===== src/rtl/ascon_pkg.sv =====
// Shared types and constants for the Ascon AD absorption sequencer.
package ascon_pkg;

    // Sequencer FSM states
    typedef enum logic [2:0] {
        AD_IDLE  = 3'd0,
        AD_LOAD  = 3'd1,
        AD_ISSUE = 3'd2,
        AD_WAIT  = 3'd3,
        AD_DONE  = 3'd4,
        AD_ERR   = 3'd5
    } ad_state_e;

    // Absorption rate in bytes per block
    localparam int unsigned RATE_128  = 8;
    localparam int unsigned RATE_128A = 16;

    // sel_type encodings
    localparam logic [1:0] SEL_128  = 2'd0;
    localparam logic [1:0] SEL_128A = 2'd1;

    // 320-bit Ascon permutation state, x0 in the most significant word
    typedef struct packed {
        logic [63:0] x0;
        logic [63:0] x1;
        logic [63:0] x2;
        logic [63:0] x3;
        logic [63:0] x4;
    } ascon_state_t;

    function automatic logic sel_legal(input logic [1:0] sel);
        return (sel == SEL_128) || (sel == SEL_128A);
    endfunction

endpackage


===== src/rtl/ascon_ad_wait_cnt.sv =====
// Datapath latency timer: down-counter loaded with DP_LATENCY at issue,
// flags the cycle in which the datapath result is valid.
module ascon_ad_wait_cnt #(
    parameter int unsigned DP_LATENCY = 1
) (
    input  logic clk,
    input  logic rst,
    input  logic load,
    input  logic en,
    output logic last
);

    localparam int unsigned CNT_W = (DP_LATENCY < 2) ? 1 : $clog2(DP_LATENCY + 1);

    logic [CNT_W-1:0] cnt;

    // Load on issue, count down while waiting, stop at zero
    always_ff @(posedge clk) begin
        if (rst) begin
            cnt <= '0;
        end else if (load) begin
            cnt <= CNT_W'(DP_LATENCY);
        end else if (en && (cnt != '0)) begin
            cnt <= cnt - 1'b1;
        end
    end

    assign last = en && (cnt == CNT_W'(1));

endmodule


===== src/rtl/ascon_ad_sequencer.sv =====
// Ascon associated-data absorption sequencer: feeds AD words block by block
// through the external ascon_AE_AM datapath and returns the absorbed state.
// Optional build macro: ASCON_AD_PERF_CNT_EN adds blk_cnt / cyc_cnt outputs.
//
// state    | meaning
// ---------+-----------------------------------------------------------
// AD_IDLE  | after reset, waiting for start
// AD_LOAD  | ad_ready high, waiting for the next AD word
// AD_ISSUE | one-cycle dp_process_en pulse for the latched word
// AD_WAIT  | waiting DP_LATENCY cycles for the datapath result
// AD_DONE  | final state on x*_o, done pulsed on entry
// AD_ERR   | datapath error or illegal sel_type, err held until start
module ascon_ad_sequencer
    import ascon_pkg::*;
#(
    parameter int unsigned DP_LATENCY = 1,
    parameter int unsigned LEN_W      = 33
) (
    input  logic             clk,
    input  logic             rst,
    input  logic             start,
    input  logic [1:0]       sel_type,
    input  logic [LEN_W-1:0] ad_length,
    input  logic [63:0]      x0_init,
    input  logic [63:0]      x1_init,
    input  logic [63:0]      x2_init,
    input  logic [63:0]      x3_init,
    input  logic [63:0]      x4_init,
    input  logic             ad_valid,
    input  logic [127:0]     ad_data,
    output logic             ad_ready,
    output logic             dp_process_en,
    output logic [1:0]       dp_sel_type,
    output logic [LEN_W-1:0] dp_data_length,
    output logic [LEN_W-1:0] dp_data_position,
    output logic [127:0]     dp_data,
    output logic [63:0]      dp_x0_i,
    output logic [63:0]      dp_x1_i,
    output logic [63:0]      dp_x2_i,
    output logic [63:0]      dp_x3_i,
    output logic [63:0]      dp_x4_i,
    input  logic [63:0]      dp_x0_o,
    input  logic [63:0]      dp_x1_o,
    input  logic [63:0]      dp_x2_o,
    input  logic [63:0]      dp_x3_o,
    input  logic [63:0]      dp_x4_o,
    input  logic             dp_process_err,
    output logic [63:0]      x0_o,
    output logic [63:0]      x1_o,
    output logic [63:0]      x2_o,
    output logic [63:0]      x3_o,
    output logic [63:0]      x4_o,
    output logic             busy,
    output logic             done,
    output logic             err
`ifdef ASCON_AD_PERF_CNT_EN
    ,
    output logic [31:0]      blk_cnt,
    output logic [31:0]      cyc_cnt
`endif
);

    ad_state_e        state;
    logic [1:0]       sel_q;
    logic [LEN_W-1:0] len_q;
    logic [LEN_W-1:0] pos_q;
    logic [127:0]     word_q;
    ascon_state_t     st_q;
    ascon_state_t     out_q;
    ascon_state_t     dp_res;
    ascon_state_t     init_st;
    logic             done_q;
    logic             wait_last;
    logic             capture;
    logic             idle_like;
    logic [LEN_W:0]   rate_ext;
    logic [LEN_W:0]   pos_next;

    assign init_st = {x0_init, x1_init, x2_init, x3_init, x4_init};
    assign dp_res  = {dp_x0_o, dp_x1_o, dp_x2_o, dp_x3_o, dp_x4_o};

    // One extra bit so position + rate never wraps before the length compare
    assign rate_ext = (sel_q == SEL_128A) ? (LEN_W+1)'(RATE_128A) : (LEN_W+1)'(RATE_128);
    assign pos_next = {1'b0, pos_q} + rate_ext;

    assign idle_like = (state == AD_IDLE) || (state == AD_DONE) || (state == AD_ERR);
    assign capture   = (DP_LATENCY == 0) ? (state == AD_ISSUE)
                                         : ((state == AD_WAIT) && wait_last);

    ascon_ad_wait_cnt #(
        .DP_LATENCY (DP_LATENCY)
    ) u_wait_cnt (
        .clk  (clk),
        .rst  (rst),
        .load (state == AD_ISSUE),
        .en   (state == AD_WAIT),
        .last (wait_last)
    );

    // Message sequencing: latch on start, absorb blocks, report result
    always_ff @(posedge clk) begin
        if (rst) begin
            state  <= AD_IDLE;
            sel_q  <= '0;
            len_q  <= '0;
            pos_q  <= '0;
            word_q <= '0;
            st_q   <= '0;
            out_q  <= '0;
            done_q <= 1'b0;
        end else begin
            done_q <= 1'b0;
            case (state)
                AD_IDLE, AD_DONE, AD_ERR: begin
                    if (start) begin
                        sel_q  <= sel_type;
                        len_q  <= ad_length;
                        st_q   <= init_st;
                        pos_q  <= '0;
                        word_q <= '0;
                        out_q  <= '0;
                        if (!sel_legal(sel_type)) begin
                            state <= AD_ERR;
                        end else if (ad_length == '0) begin
                            out_q  <= init_st;
                            done_q <= 1'b1;
                            state  <= AD_DONE;
                        end else begin
                            state <= AD_LOAD;
                        end
                    end
                end
                AD_LOAD: begin
                    if (ad_valid) begin
                        // Upper half is outside the 8-byte rate and must not reach the datapath
                        word_q <= (sel_q == SEL_128A) ? ad_data : {64'b0, ad_data[63:0]};
                        state  <= AD_ISSUE;
                    end
                end
                AD_ISSUE, AD_WAIT: begin
                    if ((state == AD_ISSUE) && (DP_LATENCY != 0)) begin
                        state <= AD_WAIT;
                    end
                    if (capture) begin
                        if (dp_process_err) begin
                            state <= AD_ERR;
                        end else begin
                            st_q  <= dp_res;
                            pos_q <= pos_next[LEN_W-1:0];
                            if (pos_next >= {1'b0, len_q}) begin
                                out_q  <= dp_res;
                                done_q <= 1'b1;
                                state  <= AD_DONE;
                            end else begin
                                state <= AD_LOAD;
                            end
                        end
                    end
                end
                default: state <= AD_IDLE;
            endcase
        end
    end

`ifdef ASCON_AD_PERF_CNT_EN
    // Block and cycle counters; cleared on start, frozen outside a message
    always_ff @(posedge clk) begin
        if (rst) begin
            blk_cnt <= '0;
            cyc_cnt <= '0;
        end else if (idle_like && start) begin
            blk_cnt <= '0;
            cyc_cnt <= '0;
        end else begin
            if (busy) begin
                cyc_cnt <= cyc_cnt + 32'd1;
            end
            if (capture && !dp_process_err) begin
                blk_cnt <= blk_cnt + 32'd1;
            end
        end
    end
`endif

    assign ad_ready         = (state == AD_LOAD);
    assign dp_process_en    = (state == AD_ISSUE);
    assign busy             = (state == AD_LOAD) || (state == AD_ISSUE) || (state == AD_WAIT);
    assign err              = (state == AD_ERR);
    assign done             = done_q;
    assign dp_sel_type      = sel_q;
    assign dp_data_length   = len_q;
    assign dp_data_position = pos_q;
    assign dp_data          = word_q;
    assign dp_x0_i          = st_q.x0;
    assign dp_x1_i          = st_q.x1;
    assign dp_x2_i          = st_q.x2;
    assign dp_x3_i          = st_q.x3;
    assign dp_x4_i          = st_q.x4;
    assign x0_o             = out_q.x0;
    assign x1_o             = out_q.x1;
    assign x2_o             = out_q.x2;
    assign x3_o             = out_q.x3;
    assign x4_o             = out_q.x4;

endmodule


===== config.mk =====
export PLATFORM = sky130hd
export DESIGN_NAME = ascon_ad_sequencer
export DESIGN_NICKNAME = d
export VERILOG_FILES = /design/src/rtl/ascon_pkg.sv /design/src/rtl/ascon_ad_wait_cnt.sv /design/src/rtl/ascon_ad_sequencer.sv
export SDC_FILE = /design/constraint.sdc
export NUM_CORES = 2
export LEC_CHECK = 0
export BUFFER_PORTS_ARGS = -buffer_cell sky130_fd_sc_hd__buf_4
export CORE_AREA = 2 2 635 637
export DETAILED_ROUTE_END_ITERATION = 6
export DIE_AREA = 0 0 637 639
export HOLD_SLACK_MARGIN = 0.1
export PLACE_DENSITY = 0.3
export SLEW_MARGIN = 25
export SYNTH_ARGS = -nofsm -noshare
export SYNTH_HDL_FRONTEND = slang
export SYNTH_SLANG_ARGS = --single-unit

===== constraint.sdc =====
create_clock -name clk -period 3.95 [get_ports clk]
set_clock_uncertainty 0.2 [all_clocks]
set_input_delay 0.395 -clock clk [delete_from_list [all_inputs] [get_ports clk]]
set_output_delay 0.395 -clock clk [all_outputs]
set_load 0.01 [all_outputs]

# After elaboration in Yosys (flattened, before gate mapping)
# Index checks and enable logic that the tools add are counted.
dict set report totals {
  output_inout_bits 841
  elab_cells 89
  ff_bits 841
  inputBits 808
}
dict set report op_classes {
  eq_ne 13
  n_addsub 2
  reduce_logical 18
  mux 38
  order_cmp 1
}
# op count
set ops {}
lappend ops {{two-way mux 320 bit} 9}
lappend ops {{case mux 320 bit (2 select lines)} 2}
lappend ops {{two-way mux 128 bit} 3}
lappend ops {{case mux 128 bit (2 select lines)} 1}
lappend ops {{two-way mux 33 bit} 3}
lappend ops {{case mux 33 bit (2 select lines)} 1}
lappend ops {{adder 33 x 5 -> 34 bit} 1}
lappend ops {{greater-or-equal comparator 34 x 33 -> 1 bit} 1}
lappend ops {{logical NOT 33 bit} 1}
lappend ops {{two-way mux 3 bit} 8}
lappend ops {{inequality test 2 bit, second input constant} 5}
lappend ops {{case mux 3 bit (3 select lines)} 1}
lappend ops {{two-way mux 1 bit} 8}
lappend ops {{== test 3 x 2 -> 1 bit, second input constant} 2}
lappend ops {{== test 3 bit, second input constant} 2}
lappend ops {{AND reduction 3 bit} 2}
lappend ops {{nonzero test 2 bit} 3}
lappend ops {{two-way mux 5 bit} 1}
lappend ops {{AND reduction 5 bit} 1}
lappend ops {{== test 2 x 1 -> 1 bit, second input constant} 2}
lappend ops {{AND reduction 4 bit} 1}
lappend ops {{== test 3 x 1 -> 1 bit, second input constant} 1}
lappend ops {{logical NOT 3 bit} 1}
lappend ops {{logical OR 1 bit} 3}
lappend ops {{8 further kinds} 9}

# Logic depth before layout (Yosys ltp)
dict set report logic_depth {
  ltp_word 8
  mapped_depth 18
  depth_no_buf 15
}

# By module
# A second synthesis with hierarchy kept.
dict set report hier_totals {
  hier_cells 4374
  hier_area_um2 37549.8
}
# module cells_per_inst n_inst area_each_um2 seq_area_each_um2
set modules_own_cells {}
lappend modules_own_cells {ascon_ad_sequencer 4369 1 37503.5 16756.1}
lappend modules_own_cells {ascon_ad_wait_cnt 5 1 46.3 20.0}

# Least setup slack after synthesis
# Ideal clock, no wire load.
dict set report synth_timing {
  path_type {register -> register}
  startpoint {register sel_q[1] (netlist: dp_sel_type[1])}
  endpoint {register out_q (netlist bit x4_o[15])}
  setup_ns 0.079
  period_less_slack_ns 4.492
  path_buffers 3
  arrival_ns 4.213
  slack_ns -0.542
  stages_incl_launch_ff 19
  t_required_ns 3.671
  path_cell_list {dfxtp_1 -> nand2b_1 -> inv_1 -> ha_1 -> a21o_1 -> or3b_2 -> nor4_2 -> nand3_1 -> xnor2_1 -> ha_1 -> and3_1 -> a221o_1 -> nor4_1 -> a21oi_1 -> o32a_2 -> buf_6 -> buf_12 -> buf_12 -> o221ai_2}
}
dict set report synth_between {
  elab_chain_len 6
}
# element line_no
set synth_lines {}
lappend synth_lines {{start, declared} ascon_ad_sequencer.sv:64} ;# logic [1:0] sel_q;
lappend synth_lines {{start signal, assigned} ascon_ad_sequencer.sv:116} ;# sel_q <= sel_type;
lappend synth_lines {{== test 2 x 1 -> 1 bit} ascon_ad_sequencer.sv:83} ;# assign rate_ext = (sel_q == SEL_128A) ? (LEN_W+1)'(RATE_128A) : (LEN_W+1)'(RATE_128);
lappend synth_lines {{two-way mux 5 bit} ascon_ad_sequencer.sv:83}
lappend synth_lines {{adder 33 x 5 -> 34 bit} ascon_ad_sequencer.sv:84} ;# assign pos_next = {1'b0, pos_q} + rate_ext;
lappend synth_lines {{greater-or-equal comparator 34 x 33 -> 1 bit} ascon_ad_sequencer.sv:150} ;# if (pos_next >= {1'b0, len_q}) begin
lappend synth_lines {{inequality test 2 bit (no source line)} n/a}
lappend synth_lines {{AND reduction 5 bit (no source line)} n/a}
lappend synth_lines {{end signal, assigned} ascon_ad_sequencer.sv:125} ;# out_q <= init_st;
lappend synth_lines {{end signal, assigned} ascon_ad_sequencer.sv:151} ;# out_q <= dp_res;
lappend synth_lines {{end, declared} ascon_ad_sequencer.sv:69} ;# ascon_state_t out_q;
# Every way passes these cells.
# A chain may end at the register's enable or synchronous reset.

# Worst setup path in the final report
dict set report layout_timing {
  startpoint {register sel_q[1] (netlist: dp_sel_type[1])}
  endpoint {register pos_q[32] (netlist: dp_data_position[32])}
}
dict set report layout_between {
  elab_chain_len 6
}
# element line_no
set layout_lines {}
lappend layout_lines {{== test 2 x 1 -> 1 bit} ascon_ad_sequencer.sv:83}
lappend layout_lines {{two-way mux 5 bit} ascon_ad_sequencer.sv:83}
lappend layout_lines {{adder 33 x 5 -> 34 bit} ascon_ad_sequencer.sv:84}
lappend layout_lines {{two-way mux 33 bit} ascon_ad_sequencer.sv:145} ;# if (dp_process_err) begin
lappend layout_lines {{two-way mux 33 bit} ascon_ad_sequencer.sv:144} ;# if (capture) begin
lappend layout_lines {{case mux 33 bit (2 select lines)} ascon_ad_sequencer.sv:113} ;# case (state)
lappend layout_lines {{end signal, assigned} ascon_ad_sequencer.sv:149} ;# pos_q <= pos_next[LEN_W-1:0];
lappend layout_lines {{end, declared} ascon_ad_sequencer.sv:66} ;# logic [LEN_W-1:0] pos_q;
# Every way passes these cells. The select of a mux whose other input is x is not followed.

==> results.cfg <==
[placed_design]
port_buffers = 1645
place_area_mm2 = 0.05616
place.gp.congestion = 0.8865
dpl_worst_slack_ps = -1007
dp_hpwl_um = 273200

[synth]
synth.top_cells.by_count = nand2_1 (1183), dfxtp_1 (838), nor2_1 (362)
netlist_area_mm2 = 0.03687
synth_top_area_share_pct = 45.50
synth_cells = 4303
ys.flop_type = dfxtp_1
yosys_register_bits = 838
syn_avg_cell_area_um2 = 8.569
synth-edff-count = 0
synth_most_common_cell = nand2_1
yosys-top-cells-area = dfxtp_1 (46%), nand2_1 (12%), o221ai_2 (12%)
synth.distinct_cells = 62
synthArstFlopShare_pct = 0
yosys_warnings = 0
synth_top_area_cell = dfxtp_1
seq_area_frac_synth_pct = 45.50

[die]
io_pins = 1649
core_mm2 = 0.4009
start_util_pct = 9.198
die_w_um = 637
die_h_um = 639
die_area_mm2 = 0.4070
placementRows = 233

[timing]
hold_viol = 0
setup_violations = 324
fin_setup_tns_ps = -217820
max_clock_freq_ghz = 0.2090
slew_violations = 0
timing.final.crit_share_pct = 121.1
fin_ws_ps = -834.8
maxSlewHeadroom_pct = 38.53
whs_ps = 206.3
rsz0062_at_grt = yes
fin_crit_ps = 4785
worstMarginPinSlew_ps = 922.0

[detailed_routing]
drc = 0
firstDrtPassIters = 5
via_per_inst = 3.545
detail_route.wirelength_um = 335400
antenna_left = 0
drtIter0Drc = 2140
wl_per_cell_um = 26.40
vias = 45041

[worst_setup_path]
reg2regPathDepth = 30
crit_required_ps = 4420
cp-end-kind = register
max_stage_delay_ps = 460
cp_max_fo = 6
critPathBufInv = 22
crit_path_start = dp_sel_type[1]
critPathSlowestCell = or3b_4
cpLargestDelayFamily = buffers and inverters
crit_type = reg2reg
arrival_ps = 5260
rr_endpoint = dp_data_position[32]
r2r_slack_ps = -830
cp.depth = 30
reg2reg_from = dp_sel_type[1]
critPathLaunchType = register
cp_common_cell = buf_4
setup.worst_path.end = dp_data_position[32]

[hold_path]
hold_path_class = in2reg

[outcome]
violations = negative setup slack
status = complete, but fails checks

[power_and_ir_drop]
p_leak_nw = 29.79
power.net_switching_mw = 8.589
clock_power_share_pct = 42.7
pwr_density_cell_mw_per_mm2 = 370.1
swShare_pct = 31.03
peakVddDrop_v = 0.0003544
seqPwrFrac_pct = 33.9
internal-power_mw = 19.09
p_comb_share_pct = 23.5

[clocking]
clk_path_buf_depth = 4
cts_tree = yes
clockRootBuffer = clkbuf_16
insertion_delay_ps = 850
numCtsBuffers = 122
clkSinkCount = 838
clk_pin_slew_ps = 60
htree_levels = 3

[cells_and_area]
design_area_mm2 = 0.07479
area_growth_pct = 102.8
nets = 8114
fin_util_pct = 18.66
fillers = 44968
multi_input_area_mm2 = 0.01688
regArea_mm2 = 0.01678
drive_gt1_share_pct = 33.57

[job]
maxCapViolations = 0

[global_routing]
grt_max_degree = 133
grt_pass1_vias = 47175
gr-total-overflow = 0
grt_pass1_wl_um = 440500
grt_usage_pct = 15.80
antenna_found_initial = 118
[worst reg2reg max path: cells and delay by family, from the launching register on]
kind	cells	cell delay [ps]
buffers and inverters	22	2610
AND/OR/NAND/NOR	5	1030
flip-flops	1	320
adder cells (fa/ha/maj)	1	250
AO/OA/AOI/OAI	2	240
[layer usage]
metal  global-route usage, %  vias to the layer above  wire length, um
li1                        -                    20987                -
met1                   17.38                    22145           128500
met2                   29.14                     1441           172700
met3                   4.364                      418            22000
met4                   4.881                       50            11930
met5                       0                        -              299
[placed cells by master (no fill, tap or decap), drive strengths merged, types with 180 or more instances in the layout]
cell type	n
nor2	362
inv	358
buf	1933
a311oi	321
dlygate4sd3	1282
clkbuf	180
nand2	1183
o221ai	320
a21oi	193
dfxtp	838
[worst min-delay path by stage]
stage,from,end,slack [ps],cells past startpoint
after floorplan,dp_sel_type[1],dp_sel_type[1],270,2
after global placement,dp_data[15],dp_data[15],240,2
after detailed placement,dp_data[23],dp_data[23],240,2
after CTS,dp_x3_o[31],x3_o[31],100,4
after global routing,x2_init[5],x2_o[5],150,4
final,x2_init[5],x2_o[5],210,4
[area by class of cell]
cell class / instances / share of cell area, %
flip-flops and latches: 838 / 22.43
diodes: 50 / 0.1673
well taps: 5287 / 8.845
inverters: 357 / 1.795
repair buffers: 3221 / 38.61
clock buffers: 179 / 4.813
multi-input cells: 2733 / 22.57
clock inverters: 39 / 0.7662
[flip-flops by register name (all words and copies together) (netlist names)]
register and flops:
done 1, x3_o 64, dp_x0_i 64, dp_x4_i 64
x1_o 64, u_wait_cnt.cnt 1, dp_data_position 30, dp_data_length 33
dp_data 128, dp_x2_i 64, x2_o 64, x0_o 64
dp_x1_i 64, dp_sel_type 2, state 3, dp_x3_i 64
x4_o 64
[through the flow]
step	power, mW	std cells
after floorplan	11.72	4305
after global placement	14.78	11078
after detailed placement	14.80	11078
after CTS	28.35	12652
after global routing	28.97	12691
final	27.68	12704
[cell families after synthesis]
group,share of synthesized area [%]
fa+ha+maj,1.140
simple gates,19.12
other cells,0.01017
compound gates,24.06
mux,0.03054
xor+xnor,0.6651
buf+inv,9.478
flops,45.50
[timing repair]
item,CTS,global route
setup endpoints to repair,323,324
gates resized for setup,99,4
buffers inserted,60,1
hold buffers,1282,0
gates cloned,18,1
hold endpoints to repair,838,0
pin swaps,59,0
[power groups by stage]
stage | Sequential, mW | Clock [mW] | Combinational [mW]
finish | 9.37 | 11.8 | 6.50
global route | 9.43 | 12.6 | 6.98
CTS | 9.38 | 12.3 | 6.67
detailed placement | 9.55 | 0 | 5.25
global placement | 9.54 | 0 | 5.24
floorplan | 9.69 | 0 | 2.03
(Power assumes the default switching activity.)
